## config.mk

```make
export PLATFORM = sky130hd
export DESIGN_NAME = core_btb_ctrl
export DESIGN_NICKNAME = d
export VERILOG_FILES = /design/src/rtl/core_btb_pkg.sv /design/src/rtl/core_btb_upd_arb.sv /design/src/rtl/core_btb_ctrl.sv
export SDC_FILE = /design/constraint.sdc
export NUM_CORES = 1
export LEC_CHECK = 0
export CAP_MARGIN = 20
export CORE_AREA = 2 2 95 97
export CTS_CLUSTER_SIZE = 10
export DETAILED_ROUTE_END_ITERATION = 16
export DIE_AREA = 0 0 97 99
export GPL_ROUTABILITY_DRIVEN = 0
export GPL_TIMING_DRIVEN = 1
export PLACE_DENSITY = 0.71
export SLEW_MARGIN = 15
export SYNTH_ARGS = -nofsm -noshare
export SYNTH_HDL_FRONTEND = slang
export SYNTH_SLANG_ARGS = --single-unit
export TNS_END_PERCENT = 10
```

## constraint.sdc

```tcl
create_clock -name clk -period 3.85 [get_ports clk]
set_clock_uncertainty 0.15 [all_clocks]
set_input_delay 0.77 -clock clk [delete_from_list [all_inputs] [get_ports clk]]
set_output_delay 0.77 -clock clk [all_outputs]
set_load 0.05 [all_outputs]
```

## src/rtl/core_btb_pkg.sv

```systemverilog
// Shared definitions for the BTB controller slice: geometry, entry type
// encodings and the controller state encoding.
package core_btb_pkg;

    localparam int BTB_DEPTH = 64;
    localparam int BTB_IDX_W = 6;

    typedef enum logic [1:0] {
        TYPE_NONE = 2'b00,
        TYPE_BR   = 2'b01,
        TYPE_J    = 2'b10,
        TYPE_JR   = 2'b11
    } btb_type_e;

    typedef enum logic {
        ST_SWEEP = 1'b0,
        ST_RUN   = 1'b1
    } ctrl_state_e;

endpackage

```

## src/rtl/core_btb_upd_arb.sv

```systemverilog
// Update arbiter for the BTB write port: fixed priority EX over ID, plus a
// defer counter that forces a steal from fetch after MAX_DEFER busy cycles.
module core_btb_upd_arb
    import core_btb_pkg::*;
#(
    parameter int MAX_DEFER = 4
) (
    input  logic        clk,
    input  logic        rst,
    input  logic        run,
    input  logic        fetch_req,
    input  logic        ex_valid,
    input  logic [31:0] ex_pc,
    input  logic [31:0] ex_target,
    input  logic [1:0]  ex_type,
    input  logic        id_valid,
    input  logic [31:0] id_pc,
    input  logic [31:0] id_target,
    input  logic [1:0]  id_type,
    output logic        grant,
    output logic        sel_id,
    output logic [31:0] upd_pc,
    output logic [31:0] upd_target,
    output logic [1:0]  upd_type
);

    localparam logic [3:0] MAX_DEFER_C = 4'(MAX_DEFER);

    logic       pending;
    logic [3:0] defer_cnt;

    assign pending = ex_valid | id_valid;
    assign grant   = run && pending && (!fetch_req || defer_cnt == MAX_DEFER_C);
    // EX wins whenever it is valid; ID is selected only when EX is idle.
    assign sel_id  = !ex_valid;

    // Payload mux for the selected requester.
    always_comb begin
        upd_pc     = ex_pc;
        upd_target = ex_target;
        upd_type   = ex_type;
        if (sel_id) begin
            upd_pc     = id_pc;
            upd_target = id_target;
            upd_type   = id_type;
        end
    end

    // Count fetch-busy cycles a pending update has waited; cleared on grant or idle.
    always_ff @(posedge clk) begin
        if (!rst || !run) begin
            defer_cnt <= '0;
        end else if (grant || !pending) begin
            defer_cnt <= '0;
        end else if (defer_cnt != MAX_DEFER_C) begin
            defer_cnt <= defer_cnt + 4'd1;
        end
    end

endmodule

```

## src/rtl/core_btb_ctrl.sv

```systemverilog
// BTB index/write port controller: clear sweep after reset or flush, then
// time-shares the port between fetch lookups and EX/ID updates.
// Optional build macro CORE_BTB_CTRL_STATS_EN adds grant/steal counters.
module core_btb_ctrl
    import core_btb_pkg::*;
#(
    parameter int          BTB_DEPTH   = core_btb_pkg::BTB_DEPTH,
    parameter int          MAX_DEFER   = 4,
    parameter logic [23:0] SWEEP_PC_HI = 24'h000000
) (
    input  logic        clk,
    input  logic        rst,
    input  logic        fetch_req,
    input  logic [31:0] fetch_pc,
    output logic        fetch_stall,
    input  logic        ex_upd_valid,
    output logic        ex_upd_ready,
    input  logic [31:0] ex_upd_pc,
    input  logic [31:0] ex_upd_target,
    input  logic [1:0]  ex_upd_type,
    input  logic        id_upd_valid,
    output logic        id_upd_ready,
    input  logic [31:0] id_upd_pc,
    input  logic [31:0] id_upd_target,
    input  logic [1:0]  id_upd_type,
    input  logic        flush_req,
`ifdef CORE_BTB_CTRL_STATS_EN
    output logic [15:0] stat_upd_cnt,
    output logic [15:0] stat_steal_cnt,
`endif
    output logic [31:0] btb_pc,
    output logic        update_btb_tag,
    output logic        update_btb_target,
    output logic [31:0] btb_target_in,
    output logic [1:0]  btb_type_in,
    output logic        init_busy
);

    localparam logic [BTB_IDX_W-1:0] LAST_IDX = BTB_IDX_W'(BTB_DEPTH - 1);

    ctrl_state_e          state;
    logic [BTB_IDX_W-1:0] idx;
    logic                 run;
    logic                 grant;
    logic                 sel_id;
    logic [31:0]          upd_pc;
    logic [31:0]          upd_target;
    logic [1:0]           upd_type;
    logic [31:0]          sweep_pc;

    assign run      = rst && (state == ST_RUN);
    assign sweep_pc = {SWEEP_PC_HI, idx, 2'b00};

    core_btb_upd_arb #(
        .MAX_DEFER (MAX_DEFER)
    ) u_arb (
        .clk        (clk),
        .rst        (rst),
        .run        (run),
        .fetch_req  (fetch_req),
        .ex_valid   (ex_upd_valid),
        .ex_pc      (ex_upd_pc),
        .ex_target  (ex_upd_target),
        .ex_type    (ex_upd_type),
        .id_valid   (id_upd_valid),
        .id_pc      (id_upd_pc),
        .id_target  (id_upd_target),
        .id_type    (id_upd_type),
        .grant      (grant),
        .sel_id     (sel_id),
        .upd_pc     (upd_pc),
        .upd_target (upd_target),
        .upd_type   (upd_type)
    );

    assign ex_upd_ready = grant && !sel_id;
    assign id_upd_ready = grant && sel_id;

    // SWEEP/RUN sequencing; a flush takes effect after any same-cycle grant lands.
    always_ff @(posedge clk) begin
        if (!rst) begin
            state <= ST_SWEEP;
            idx   <= '0;
        end else begin
            case (state)
                ST_SWEEP: begin
                    idx <= idx + 1'b1;
                    if (idx == LAST_IDX) begin
                        state <= ST_RUN;
                        idx   <= '0;
                    end
                end
                default: begin
                    if (flush_req) begin
                        state <= ST_SWEEP;
                        idx   <= '0;
                    end
                end
            endcase
        end
    end

    // Port mux: sweep write, update write, or fetch lookup.
    always_comb begin
        btb_pc            = fetch_pc;
        update_btb_tag    = 1'b0;
        update_btb_target = 1'b0;
        btb_target_in     = '0;
        btb_type_in       = TYPE_NONE;
        fetch_stall       = 1'b0;
        init_busy         = 1'b0;
        if (!rst) begin
            btb_pc      = sweep_pc;
            fetch_stall = 1'b1;
            init_busy   = 1'b1;
        end else if (state == ST_SWEEP) begin
            btb_pc            = sweep_pc;
            update_btb_tag    = 1'b1;
            update_btb_target = 1'b1;
            fetch_stall       = fetch_req;
            init_busy         = 1'b1;
        end else if (grant) begin
            btb_pc            = upd_pc;
            update_btb_tag    = 1'b1;
            update_btb_target = 1'b1;
            btb_target_in     = upd_target;
            btb_type_in       = upd_type;
            fetch_stall       = fetch_req;
        end
    end

`ifdef CORE_BTB_CTRL_STATS_EN
    // Saturating grant and fetch-steal counters; survive flushes, cleared by reset.
    always_ff @(posedge clk) begin
        if (!rst) begin
            stat_upd_cnt   <= '0;
            stat_steal_cnt <= '0;
        end else if (grant) begin
            if (stat_upd_cnt != 16'hFFFF) begin
                stat_upd_cnt <= stat_upd_cnt + 16'd1;
            end
            if (fetch_req && stat_steal_cnt != 16'hFFFF) begin
                stat_steal_cnt <= stat_steal_cnt + 16'd1;
            end
        end
    end
`endif

endmodule

```

* After elaboration in Yosys (flattened, before gate mapping)
Cells that the tools add are included.
** Operators by class
- Bitwise gates (word level) :: 1
- Add/subtract/negate cells :: 2
- Muxes and demuxes :: 26
- Equal/unequal tests :: 4
- Reductions and logical operators :: 14
** Operator list (number)
- 32-bit two-way mux :: 8
- 6-bit two-way mux :: 3
- 1-bit two-way mux :: 11
- 2-bit two-way mux :: 4
- 6-bit by 1-bit adder with 6-bit output, second input constant :: 1
- 6-bit == test, second input constant :: 1
- 1-bit logical AND :: 5
- 1-bit logical NOT :: 5
- 4-bit by 1-bit adder with 4-bit output, second input constant :: 1
- 4-bit by 3-bit == test with 1-bit output, second input constant :: 1
- 4-bit by 3-bit != test with 1-bit output, second input constant :: 1
- 1-bit logical OR :: 3
- 2-bit != test, second input constant :: 1
- 2-bit OR reduction :: 1
- 1-bit OR :: 1
** Word-level totals
- Register bits :: 11
- Logic and storage cells :: 50
- Input bits :: 170

* Logic depth before layout (Yosys ltp)
- Word-level depth :: 6
- Mapped depth :: 8
- Depth with buffers taken out :: 6

* By module
A second synthesis with hierarchy kept.
** Second synthesis, totals
- Cells, all modules :: 269
- Area total of the unflattened synthesis :: 2244.7 µm²
** Modules (own cells, without submodules)
- core_btb_ctrl :: instances 1, sequential area each 140.1 µm², cells each 173, area an instance 1158.6 µm²
- core_btb_upd_arb :: instances 1, sequential area each 80.1 µm², cells each 96, area an instance 1086.0 µm²

* Least setup slack after synthesis
Ideal clock, no wire load.
- Kind :: input -> output
- From :: input port fetch_req
- To :: output port btb_pc[4]
- Path buffers :: 0
- Stages :: 4
- Arrival :: 2867 ps
- Path slack :: 63 ps
- Cell sequence :: inv_1 > o21ai_2 > nor2_1 > o41ai_1
** On the way
- Longest elaborated chain between the ends :: 6
** Ends and longest elaborated chain
- start: declaration :: RTL line core_btb_ctrl.sv:13 : input logic fetch_req,
- 1-bit logical NOT :: RTL line core_btb_upd_arb.sv:33 : assign grant = run && pending && (!fetch_req || defer_cnt == MAX_DEFER_C);
- 1-bit logical OR :: RTL line core_btb_upd_arb.sv:33
- 1-bit logical AND :: RTL line core_btb_upd_arb.sv:33
- 32-bit two-way mux :: RTL line core_btb_ctrl.sv:122 : end else if (grant) begin
- 32-bit two-way mux :: RTL line core_btb_ctrl.sv:116 : end else if (state == ST_SWEEP) begin
- 32-bit two-way mux :: RTL line core_btb_ctrl.sv:112 : if (!rst) begin
- end: declaration :: RTL line core_btb_ctrl.sv:31 : output logic [31:0] btb_pc,
Every way passes these cells.

* Worst setup path in the final report
- From :: input port id_upd_valid
- To :: output port btb_pc[1]
** On the way
- Longest elaborated chain between the ends :: 6
** Ends and longest elaborated chain
- start: declaration :: RTL line core_btb_ctrl.sv:21 : input logic id_upd_valid,
- 1-bit OR :: RTL line core_btb_upd_arb.sv:32 : assign pending = ex_valid | id_valid;
- 1-bit logical AND (2 in a row) :: RTL line core_btb_upd_arb.sv:33
- 32-bit two-way mux :: RTL line core_btb_ctrl.sv:122
- 32-bit two-way mux :: RTL line core_btb_ctrl.sv:116
- 32-bit two-way mux :: RTL line core_btb_ctrl.sv:112
Every way passes these cells.

==> impl_metrics.ini <==
[power]
p_seq_share_pct = 23.6
p_leak_nw = 1.95
p_int_uw = 381
powerDensity_nw_per_um2 = 99.6
power.share.switching_pct = 25.4
clkPwrFrac_pct = 22.2
vdd_drop_max_v = 0.000214
p_comb_share_pct = 54.3
switchingPower_uw = 130

[detailed_routing]
topRoutingLayerUsed = met4
routed_wirelength_microns = 10300
drt-met1-wl_microns = 4090
vias = 2772
drt_iter0_drc = 84
firstDrtPassIters = 4
route.met2.wl_microns = 5510
final_antenna_net_count = 0
wl_met3_microns = 606
wire_per_inst_microns = 17.9
viasPerCell = 4.83
route.detailed.drc = 0

[worst_hold_path]
holdCritStartpoint = u_arb.defer_cnt[0]$_SDFFE_PP0N_
holdPathStages = 1
holdPathEnd = u_arb.defer_cnt[0]$_SDFFE_PP0N_
min_path_type = reg2reg

[timing]
tightest_slew_ns = 0.528
clock.fmax_mhz = 276
setup-tns-final_ns = 0
slew_viol_final = 0
finalSetupViolCount = 0
maxSlewHeadroom_pct = 64.8
timing.final.crit_period_ns = 3.62
fin_crit_sh_pct = 94.1
hold_viol = 0
rsz0062_at_grt = false

[global_route]
grt.total_usage_pct = 20.2
grt_pass1_wl_microns = 15800
grt_pass1_vias = 2802
grt_remaining_overflow = 0
antenna_found_initial = 0
grt_max_degree = 44

[yosys]
syn_area_per_cell_sq_um = 8.03
synth-main-ff-cell = dfxtp_1
yosysSeqAreaShare_pct = 11.9
synth-warning-count = 0
yosysTopAreaCell = a22o_1
syn-instance-count = 231
synth_top_area_share_pct = 16.0
synth_cell_types = 39
ys_seq_elements = 11
syn_area_sq_um = 1860
syn-num-nets = 404
synthArstFlopShare_pct = 0
yosysMostFrequentCell = nor2_1
synth_common_cells = nor2_1, a22o_1, mux2i_1, a211oi_2, dfxtp_1
synth_edf_count = 0
synth_area_leaders = a22o_1, a211oi_2, mux2i_1

[worst_setup_path]
required_ns = 2.93
r2r_start = idx[0]$_SDFFE_PN0P_
r2r_setup_slack_ns = 2.13
worstSetupPathType = in2out
cp_cell_sequence = clkdlybuf4s50_1 > nor2_1 > a211oi_4 > buf_12 > nor2_1 > a211oi_1 > buf_12
critical-path-top-delay-family = buffers and inverters
cp.arrival_ns = 2.70
end_kind = output pin
critPathMaxFanout = 43
slowest_stage = clkdlybuf4s50_1
reg2reg_to = idx[4]$_SDFFE_PN0P_
rr_worst_depth = 4
slowest_delay_ns = 0.51
start_kind = input port
crit_buf_inv = 3

[floorplan]
die_w_microns = 97
core_region_area_sq_um = 8550
start_util_pct = 21.7
row_count = 34
die_h_microns = 99
die-area_sq_um = 9600
io_pins = 242

[run]
drv_cap = 0

[cells_and_area]
nets = 640
synthToLayoutAreaGrowth_pct = 176
postLayoutCellArea_sq_um = 5130
fill_cells = 704
drive_gt1_share_pct = 25.1
diodes = 0

[clocking]
cts-root-buf = clkbuf_8
cts_tree = done
postCtsSetupRepairBufs = 0
cts_sinks = 11
clock_latency_ns = 0.23
cts_max_path_buffers = 2
clk_pin_slew_worst_paths_ns = 0.05
postCtsResizedCells = 0
holdBufCountCts = 0
cts_htree_levels = 1
cts_buffers = 3

[place]
placed_area_sq_um = 5080
dpl.hpwl_microns = 8790
port_buffers = 241

[status]
outcome = complete, no violations
## final cells by class
| cell class | instances | area [sq um] | area share, % |
|---|---|---|---|
| repair buffers | 252 | 3240 | 63.1 |
| multi-input cells | 194 | 1470 | 28.7 |
| flip-flops and latches | 11 | 220 | 4.29 |
| well taps | 108 | 135 | 2.64 |
| clock buffers | 4 | 45.0 | 0.878 |
| inverters | 5 | 18.8 | 0.366 |
## per-layer routing
metal  GRT usage (%)  vias up
met3            3.69        6
met1            24.5     1290
met5               0        -
li1                -     1360
met2            37.9      116
met4            2.93        0
## power groups by stage
stage	combinational, mW	sequential, mW	clock (mW)
2_1_floorplan	0.0732	0.121	0
3_3_place_gp	0.273	0.122	0
3_5_place_dp	0.277	0.122	0
6_report	0.277	0.120	0.113
5_1_grt	0.295	0.121	0.122
4_1_cts	0.278	0.120	0.115
## registers in the layout, summed over array words and instances (netlist names)
name,count
idx,6
state,1
u_arb.defer_cnt,4
## through the flow
step | total power [mW] | utilization, % | hold WS (ns) | worst slack (ns) | instances
final | 0.511 | 60.0 | 0.318 | 0.225 | 574
after global routing | 0.538 | 60.0 | 0.346 | 0.128 | 574
after CTS | 0.513 | 60.0 | 0.321 | 0.216 | 574
after detailed placement | 0.399 | 59.4 | 0.310 | 0.214 | 570
after global placement | 0.395 | 59.4 | 0.291 | 0.293 | 570
after floorplan | 0.195 | - | 0.280 | 0.0629 | 231
## cell usage in the layout (no fill, tap or decap), types with 2 or more instances in the layout
| cell type | instances |
|---|---|
| nand3b_1 | 2 |
| ha_1 | 3 |
| clkbuf_8 | 3 |
| o31ai_1 | 6 |
| buf_4 | 9 |
| nand3_1 | 4 |
| mux2i_1 | 27 |
| a21oi_1 | 8 |
| a22o_1 | 34 |
| a211oi_1 | 4 |
| o21ai_0 | 3 |
| dfxtp_1 | 11 |
| nor3_1 | 6 |
| clkdlybuf4s50_1 | 168 |
| o22ai_1 | 5 |
| buf_12 | 74 |
| nand2_1 | 10 |
| nor2_1 | 40 |
| inv_1 | 5 |
| a211oi_2 | 23 |
## cells by family after synthesis
logic type | after synthesis | synth area share (%)
AOI/OAI and AO/OA | 90 | 43.7
and+or+nand+nor | 72 | 18.1
muxes | 27 | 14.6
buffers and inverters | 26 | 8.77
DFF | 11 | 11.9
adders and majority gates | 3 | 2.02
xor gates and xnor gates | 2 | 0.944
## worst reg2reg max path: stages, from the launching register on
cell	delay, ns
dfxtp_1	0.39
ha_1	0.24
nand2_1	0.10
or4b_2	0.61
a21oi_1	0.15
## worst max-delay path by stage
stage	to	slack, ns	startpoint	depth (start not counted)
after floorplan	btb_pc[4]	0.06	fetch_req	4
after global placement	btb_pc[1]	0.29	rst	7
after detailed placement	btb_pc[1]	0.21	id_upd_valid	7
after CTS	btb_pc[1]	0.22	id_upd_valid	7
after global routing	btb_pc[1]	0.13	id_upd_valid	7
final	btb_pc[1]	0.23	id_upd_valid	7
No activity file was read; power rests on OpenSTA's default activity.
